==> config.mk <==
export PLATFORM = sky130hd
export DESIGN_NAME = fsm_1110_framer_tx_flat
export DESIGN_NICKNAME = d
export VERILOG_FILES = /design/src/rtl/fsm_1110_framer_tx_if.sv /design/src/rtl/fsm_1110_framer_tx.sv /design/src/flat_wrapper.sv
export SDC_FILE = /design/constraint.sdc
export NUM_CORES = 1
export LEC_CHECK = 0
export ABC_AREA = 0
export BUFFER_PORTS_ARGS = -buffer_cell sky130_fd_sc_hd__buf_2
export CAP_MARGIN = 10
export CORE_ASPECT_RATIO = 1.25
export CORE_MARGIN = 8
export CORE_UTILIZATION = 59
export CTS_BUF_LIST = sky130_fd_sc_hd__clkbuf_16
export CTS_CLUSTER_SIZE = 30
export DETAILED_ROUTE_END_ITERATION = 8
export GPL_TIMING_DRIVEN = 0
export PLACE_DENSITY_LB_ADDON = 0.3
export SLEW_MARGIN = 0
export SYNTH_ARGS = -nofsm -noshare
export SYNTH_HDL_FRONTEND = slang
export SYNTH_SLANG_ARGS = --single-unit
==> constraint.sdc <==
create_clock -name clk -period 3.9 [get_ports clk]
set_clock_uncertainty 0.15 [all_clocks]
set_input_delay 0.195 -clock clk [delete_from_list [all_inputs] [get_ports clk]]
set_output_delay 0.195 -clock clk [all_outputs]
set_load 0.01 [all_outputs]
==> src/rtl/fsm_1110_framer_tx_if.sv <==
// Source-side handshake plus serial line of the 1110 framer transmitter.
interface fsm_1110_framer_tx_if #(
   parameter int unsigned DATA_W = 8
);
   logic [DATA_W-1:0] tx_data;
   logic              tx_valid;
   logic              tx_ready;
   logic              out_bit;
   logic              out_en;
   logic              frame_done;

   modport master (
      output tx_data,
      output tx_valid,
      input  tx_ready,
      input  out_bit,
      input  out_en,
      input  frame_done
   );

   modport slave (
      input  tx_data,
      input  tx_valid,
      output tx_ready,
      output out_bit,
      output out_en,
      output frame_done
   );
endinterface

==> src/rtl/fsm_1110_framer_tx.sv <==
// Serial framer: preamble 1110, then bit-stuffed MSB-first payload so "111" never
// occurs inside a frame, then GAP_W idle zeros.
module fsm_1110_framer_tx #(
   parameter int unsigned DATA_W = 8,
   parameter int unsigned GAP_W  = 2
) (
   input  logic                clk,
   input  logic                reset,
   fsm_1110_framer_tx_if.slave tx_if
);

   localparam int unsigned IDX_W = $clog2(DATA_W);
   localparam int unsigned CNT_W = (GAP_W > 4) ? $clog2(GAP_W) : 2;

   localparam logic [IDX_W-1:0] LastIdx = IDX_W'(DATA_W - 1);
   localparam logic [CNT_W-1:0] PreLast = CNT_W'(3);
   localparam logic [CNT_W-1:0] GapLast = CNT_W'(GAP_W - 1);

   typedef enum logic [2:0] {
      StIdle,
      StPre,
      StData,
      StStuff,
      StGap
   } state_e;

   state_e            r_state;
   logic [DATA_W-1:0] r_shift;
   logic [CNT_W-1:0]  r_cnt;
   logic [IDX_W-1:0]  r_idx;
   logic [1:0]        r_ones;
   logic              r_out_bit;
   logic              r_out_en;
   logic              r_frame_done;

   state_e            w_state;
   logic [DATA_W-1:0] w_shift;
   logic [CNT_W-1:0]  w_cnt;
   logic [IDX_W-1:0]  w_idx;
   logic [1:0]        w_ones;
   logic              w_out_bit;
   logic              w_out_en;
   logic              w_frame_done;
   logic              w_emit;

   // Registered outputs always describe the bit currently on the line, so the
   // next-state logic computes the bit for the following cycle.
   always_comb begin
      w_state      = r_state;
      w_shift      = r_shift;
      w_cnt        = r_cnt;
      w_idx        = r_idx;
      w_ones       = r_ones;
      w_out_bit    = 1'b0;
      w_out_en     = 1'b0;
      w_frame_done = 1'b0;
      w_emit       = 1'b0;

      case (r_state)
         StIdle: begin
            if (tx_if.tx_valid) begin
               w_state   = StPre;
               w_shift   = tx_if.tx_data;
               w_cnt     = '0;
               w_ones    = 2'd0;
               w_out_bit = 1'b1;
               w_out_en  = 1'b1;
            end
         end
         StPre: begin
            if (r_cnt == PreLast) begin
               w_state = StData;
               w_idx   = '0;
               w_emit  = 1'b1;
            end else begin
               w_cnt     = r_cnt + CNT_W'(1);
               w_out_bit = (r_cnt != CNT_W'(2));
               w_out_en  = 1'b1;
            end
         end
         StData: begin
            if (r_idx == LastIdx) begin
               w_state = StGap;
               w_cnt   = '0;
               w_ones  = 2'd0;
            end else if (r_ones == 2'd2) begin
               w_state  = StStuff;
               w_ones   = 2'd0;
               w_out_en = 1'b1;
            end else begin
               w_idx  = r_idx + IDX_W'(1);
               w_emit = 1'b1;
            end
         end
         StStuff: begin
            w_state = StData;
            w_idx   = r_idx + IDX_W'(1);
            w_emit  = 1'b1;
         end
         StGap: begin
            if (r_cnt == GapLast) begin
               w_state = StIdle;
            end else begin
               w_cnt = r_cnt + CNT_W'(1);
            end
         end
         default: begin
            w_state = StIdle;
         end
      endcase

      if (w_emit) begin
         w_out_bit    = r_shift[DATA_W-1];
         w_out_en     = 1'b1;
         w_shift      = {r_shift[DATA_W-2:0], 1'b0};
         w_ones       = r_shift[DATA_W-1] ? (r_ones + 2'd1) : 2'd0;
         w_frame_done = (w_idx == LastIdx);
      end
   end

   always_ff @(posedge clk) begin
      if (!reset) begin
         r_state      <= StIdle;
         r_shift      <= '0;
         r_cnt        <= '0;
         r_idx        <= '0;
         r_ones       <= 2'd0;
         r_out_bit    <= 1'b0;
         r_out_en     <= 1'b0;
         r_frame_done <= 1'b0;
      end else begin
         r_state      <= w_state;
         r_shift      <= w_shift;
         r_cnt        <= w_cnt;
         r_idx        <= w_idx;
         r_ones       <= w_ones;
         r_out_bit    <= w_out_bit;
         r_out_en     <= w_out_en;
         r_frame_done <= w_frame_done;
      end
   end

   assign tx_if.tx_ready   = (r_state == StIdle);
   assign tx_if.out_bit    = r_out_bit;
   assign tx_if.out_en     = r_out_en;
   assign tx_if.frame_done = r_frame_done;

endmodule

==> src/flat_wrapper.sv <==
// flat-port wrapper written by rule: the top's interface ports become plain ports
module fsm_1110_framer_tx_flat 
#(
   parameter int unsigned DATA_W = 8,
   parameter int unsigned GAP_W  = 2
)
  (clk, reset, tx_if_tx_data, tx_if_tx_valid, tx_if_tx_ready, tx_if_out_bit, tx_if_out_en, tx_if_frame_done);
  fsm_1110_framer_tx_if #(.DATA_W(DATA_W)) tx_if_i ();
  input  logic clk;
  input  logic reset;
  input wire logic [$bits(tx_if_i.tx_data)-1:0] tx_if_tx_data;
  input wire logic [$bits(tx_if_i.tx_valid)-1:0] tx_if_tx_valid;
  output wire logic [$bits(tx_if_i.tx_ready)-1:0] tx_if_tx_ready;
  output wire logic [$bits(tx_if_i.out_bit)-1:0] tx_if_out_bit;
  output wire logic [$bits(tx_if_i.out_en)-1:0] tx_if_out_en;
  output wire logic [$bits(tx_if_i.frame_done)-1:0] tx_if_frame_done;
  assign tx_if_i.tx_data = tx_if_tx_data;
  assign tx_if_i.tx_valid = tx_if_tx_valid;
  assign tx_if_tx_ready = tx_if_i.tx_ready;
  assign tx_if_out_bit = tx_if_i.out_bit;
  assign tx_if_out_en = tx_if_i.out_en;
  assign tx_if_frame_done = tx_if_i.frame_done;
  fsm_1110_framer_tx #(.DATA_W(DATA_W), .GAP_W(GAP_W)) u_core (.clk(clk), .reset(reset), .tx_if(tx_if_i));
endmodule
==> impl_metrics.ini <==
[synth]
synthDominantCellAreaShare = 0.381
ys_warn_count = 0
ys_types = 35
dominantRegCellSynth = dfxtp_1
yosysSeqAreaShare = 0.381
yosys_register_bits = 21
synth_area_leaders = dfxtp_1, mux2i_1, ha_1
synth_top_area_cell = dfxtp_1
synthArstFlopShare = 0
syn_inst = 123
synth_commonest_cells = dfxtp_1, a21oi_1, nand2_1
netlist_area_um2 = 1100
synth.net_count = 140
synth_most_common_cell = dfxtp_1
synth_edf_count = 0
avgSynthCellArea_um2 = 8.96

[timing]
max_slew_margin = 0.649
layout_min_cycle_time_ps = 2160
worst_slew_pin_slew_ps = 523
timing.fmax_mhz = 464
maxSlewViolCount = 0
setup_ws_ps = 1740
tns_ps = 0
setup_violations = 0
rsz0062_at_grt = no
finalCritPeriodShare = 0.553
hold_violations = 0

[worst_setup_path]
crit_chain = ha_1, ha_1, o21ba_2, or3_1, buf_6, buf_6, and3_1
crit_fanout = 10
path_buf_inv = 2
r2r_cells = 7
worst-setup-path-type = reg -> reg
cp_slowest_stage_delay_ps = 370
required_ps = 3900
startpoint_type = flip-flop
cp.arrival_ps = 2150
cp_top_family = simple AND/OR/NAND/NOR gates
crit_cells = 7
slowest_stage = or3_1
worstReg2RegStart = u_core.r_idx[0]
critPathCaptureType = flip-flop
rr_endpoint = u_core.r_shift[0]
startpoint = u_core.r_idx[0]
crit_end = u_core.r_shift[0]
r2r_setup_slack_ps = 1740

[pwr]
vdd_drop_max_mv = 0.341
leakage_uw = 0.000544
intPower_uw = 399
pwr-share-comb = 0.142
p_switching_uw = 123
pwr-share-clk = 0.409
share_seq_of_total_power = 0.449
p_sw_frac = 0.235
power-per-cell-area_nw_per_um2 = 409

[hold_path]
hp-start = tx_if_tx_data[2]
hp-class = in -> reg

[global_routing]
grt_overflow_total = 0
grt_pass1_vias = 912
antenna_found_initial = 0
grt_util_all_layers = 0.139
grt_pass1_wl_mm = 3.82
grt_max_degree = 12

[routing]
drc = 0
wirelength_mm = 2.27
drt-initial-drc-count = 22
antenna_left = 0
wire_per_inst_um = 14.2
via_per_inst = 5.86
vias = 938
dr.pass1.iters = 4

[die]
io_pins = 15
fp.dieArea_um2 = 3520
fp.dieW_um = 54.7
start_util = 0.624
die_y_um = 64.3
rows = 17
core_area_um2 = 1770

[final_layout]
drive_gt1_frac = 0.199
area_delta_synth_final_pct = 15.7
seqCellArea_um2 = 420
nets = 159
fin_util = 0.722
multi_input_area_um2 = 588
fill_cells = 143
antennaDiodeCount = 0

[flow_run]
drv_cap = 0

[status]
status = complete, no violations

[cts]
htree_levels = 1
clockBufferDepth = 2
clock-sinks = 21
clk_latency_ps = 250
cts_tree = built
numCtsBuffers = 3
cts-root-buf = clkbuf_16
post_cts_resize_count = 0
ctsHoldBuffers = 0
postCtsSetupRepairBufs = 0
clk_pin_slew_ps = 60

[place]
dp_hpwl_mm = 1.66
numPortBuffers = 14
place_congestion = 0.828
place_ws_ps = 1770
==> power by group through the flow <==
stage	clock (µW)	sequential, µW	combinational, µW
final	213	235	74.1
after global routing	220	236	81.8
after CTS	214	234	74.1
after detailed placement	0	239	73.4
after global placement	0	238	70.6
after floorplan	0	238	53.4
==> worst reg2reg max path: stages (launching register included) <==
cell	delay (ps)
dfxtp_1	340
ha_1	220
ha_1	270
o21ba_2	260
or3_1	370
buf_6	150
buf_6	130
and3_1	160
==> placed cells by master, fill, tap and decap left out, types with 4 or more instances in the layout <==
cell type  instances
dfxtp_1           21
mux2i_1            8
a21oi_1           12
ha_1               6
o21ai_0            9
inv_1              8
nor3_1             6
nand2_1           11
buf_6              4
nor2_1             7
buf_2             14
==> final cells by class <==
class / count / share of cell area
Inverter: 7 / 0.0206
Clock buffer: 3 / 0.0589
Sequential cell: 21 / 0.330
Timing Repair Buffer: 14 / 0.0550
Multi-Input combinational cell: 87 / 0.461
Tap cell: 19 / 0.0186
Buffer: 8 / 0.0530
Clock inverter: 1 / 0.00294
==> sequential cells by signal, summed over array words and instances (netlist names) <==
| register | cells |
|---|---|
| u_core.tx_if.out_bit | 1 |
| u_core.tx_if.frame_done | 1 |
| u_core.r_state | 3 |
| u_core.r_ones | 2 |
| u_core.r_cnt | 2 |
| u_core.r_shift | 8 |
| u_core.tx_if.out_en | 1 |
| u_core.r_idx | 3 |
==> stage by stage <==
| step | total power, µW | cell area (µm²) | cells | hold slack [ps] |
|---|---|---|---|---|
| after floorplan | 291 | 1100 | 123 | 215 |
| after global placement | 309 | 1200 | 156 | 293 |
| after detailed placement | 312 | 1200 | 156 | 308 |
| after CTS | 523 | 1270 | 160 | 89.2 |
| after global routing | 537 | 1270 | 160 | 117 |
| final | 522 | 1270 | 160 | 86.2 |
==> how the worst min path moves through the flow <==
stage / cells after the start / slack, ps / endpoint
floorplan: 1 / 210 / u_core.r_ones[0]
global placement: 2 / 290 / u_core.r_idx[2]
detailed placement: 2 / 310 / u_core.r_idx[2]
CTS: 3 / 90 / u_core.r_shift[2]
global route: 3 / 120 / u_core.r_shift[6]
finish: 3 / 90 / u_core.r_shift[2]
==> routing by layer <==
metal | track usage | part of all wire | vias to the layer above
met1 | 0.162 | 0.43 | 435
met2 | 0.233 | 0.50 | 27
met5 | 0 | 0 | -
met4 | 0.0586 | 0.015 | 0
li1 | - | - | 471
met3 | 0.0278 | 0.053 | 5
==> cells by family after synthesis <==
group	count (synthesis)	synth area share
buffers and inverters	15	0.0851
DFF	21	0.381
and+or+nand+nor	38	0.173
muxes	9	0.0829
AOI/OAI and AO/OA	33	0.202
adders and majority gates	6	0.0681
xor gates and xnor gates	1	0.00795
No activity file was read; power rests on OpenSTA's default activity.
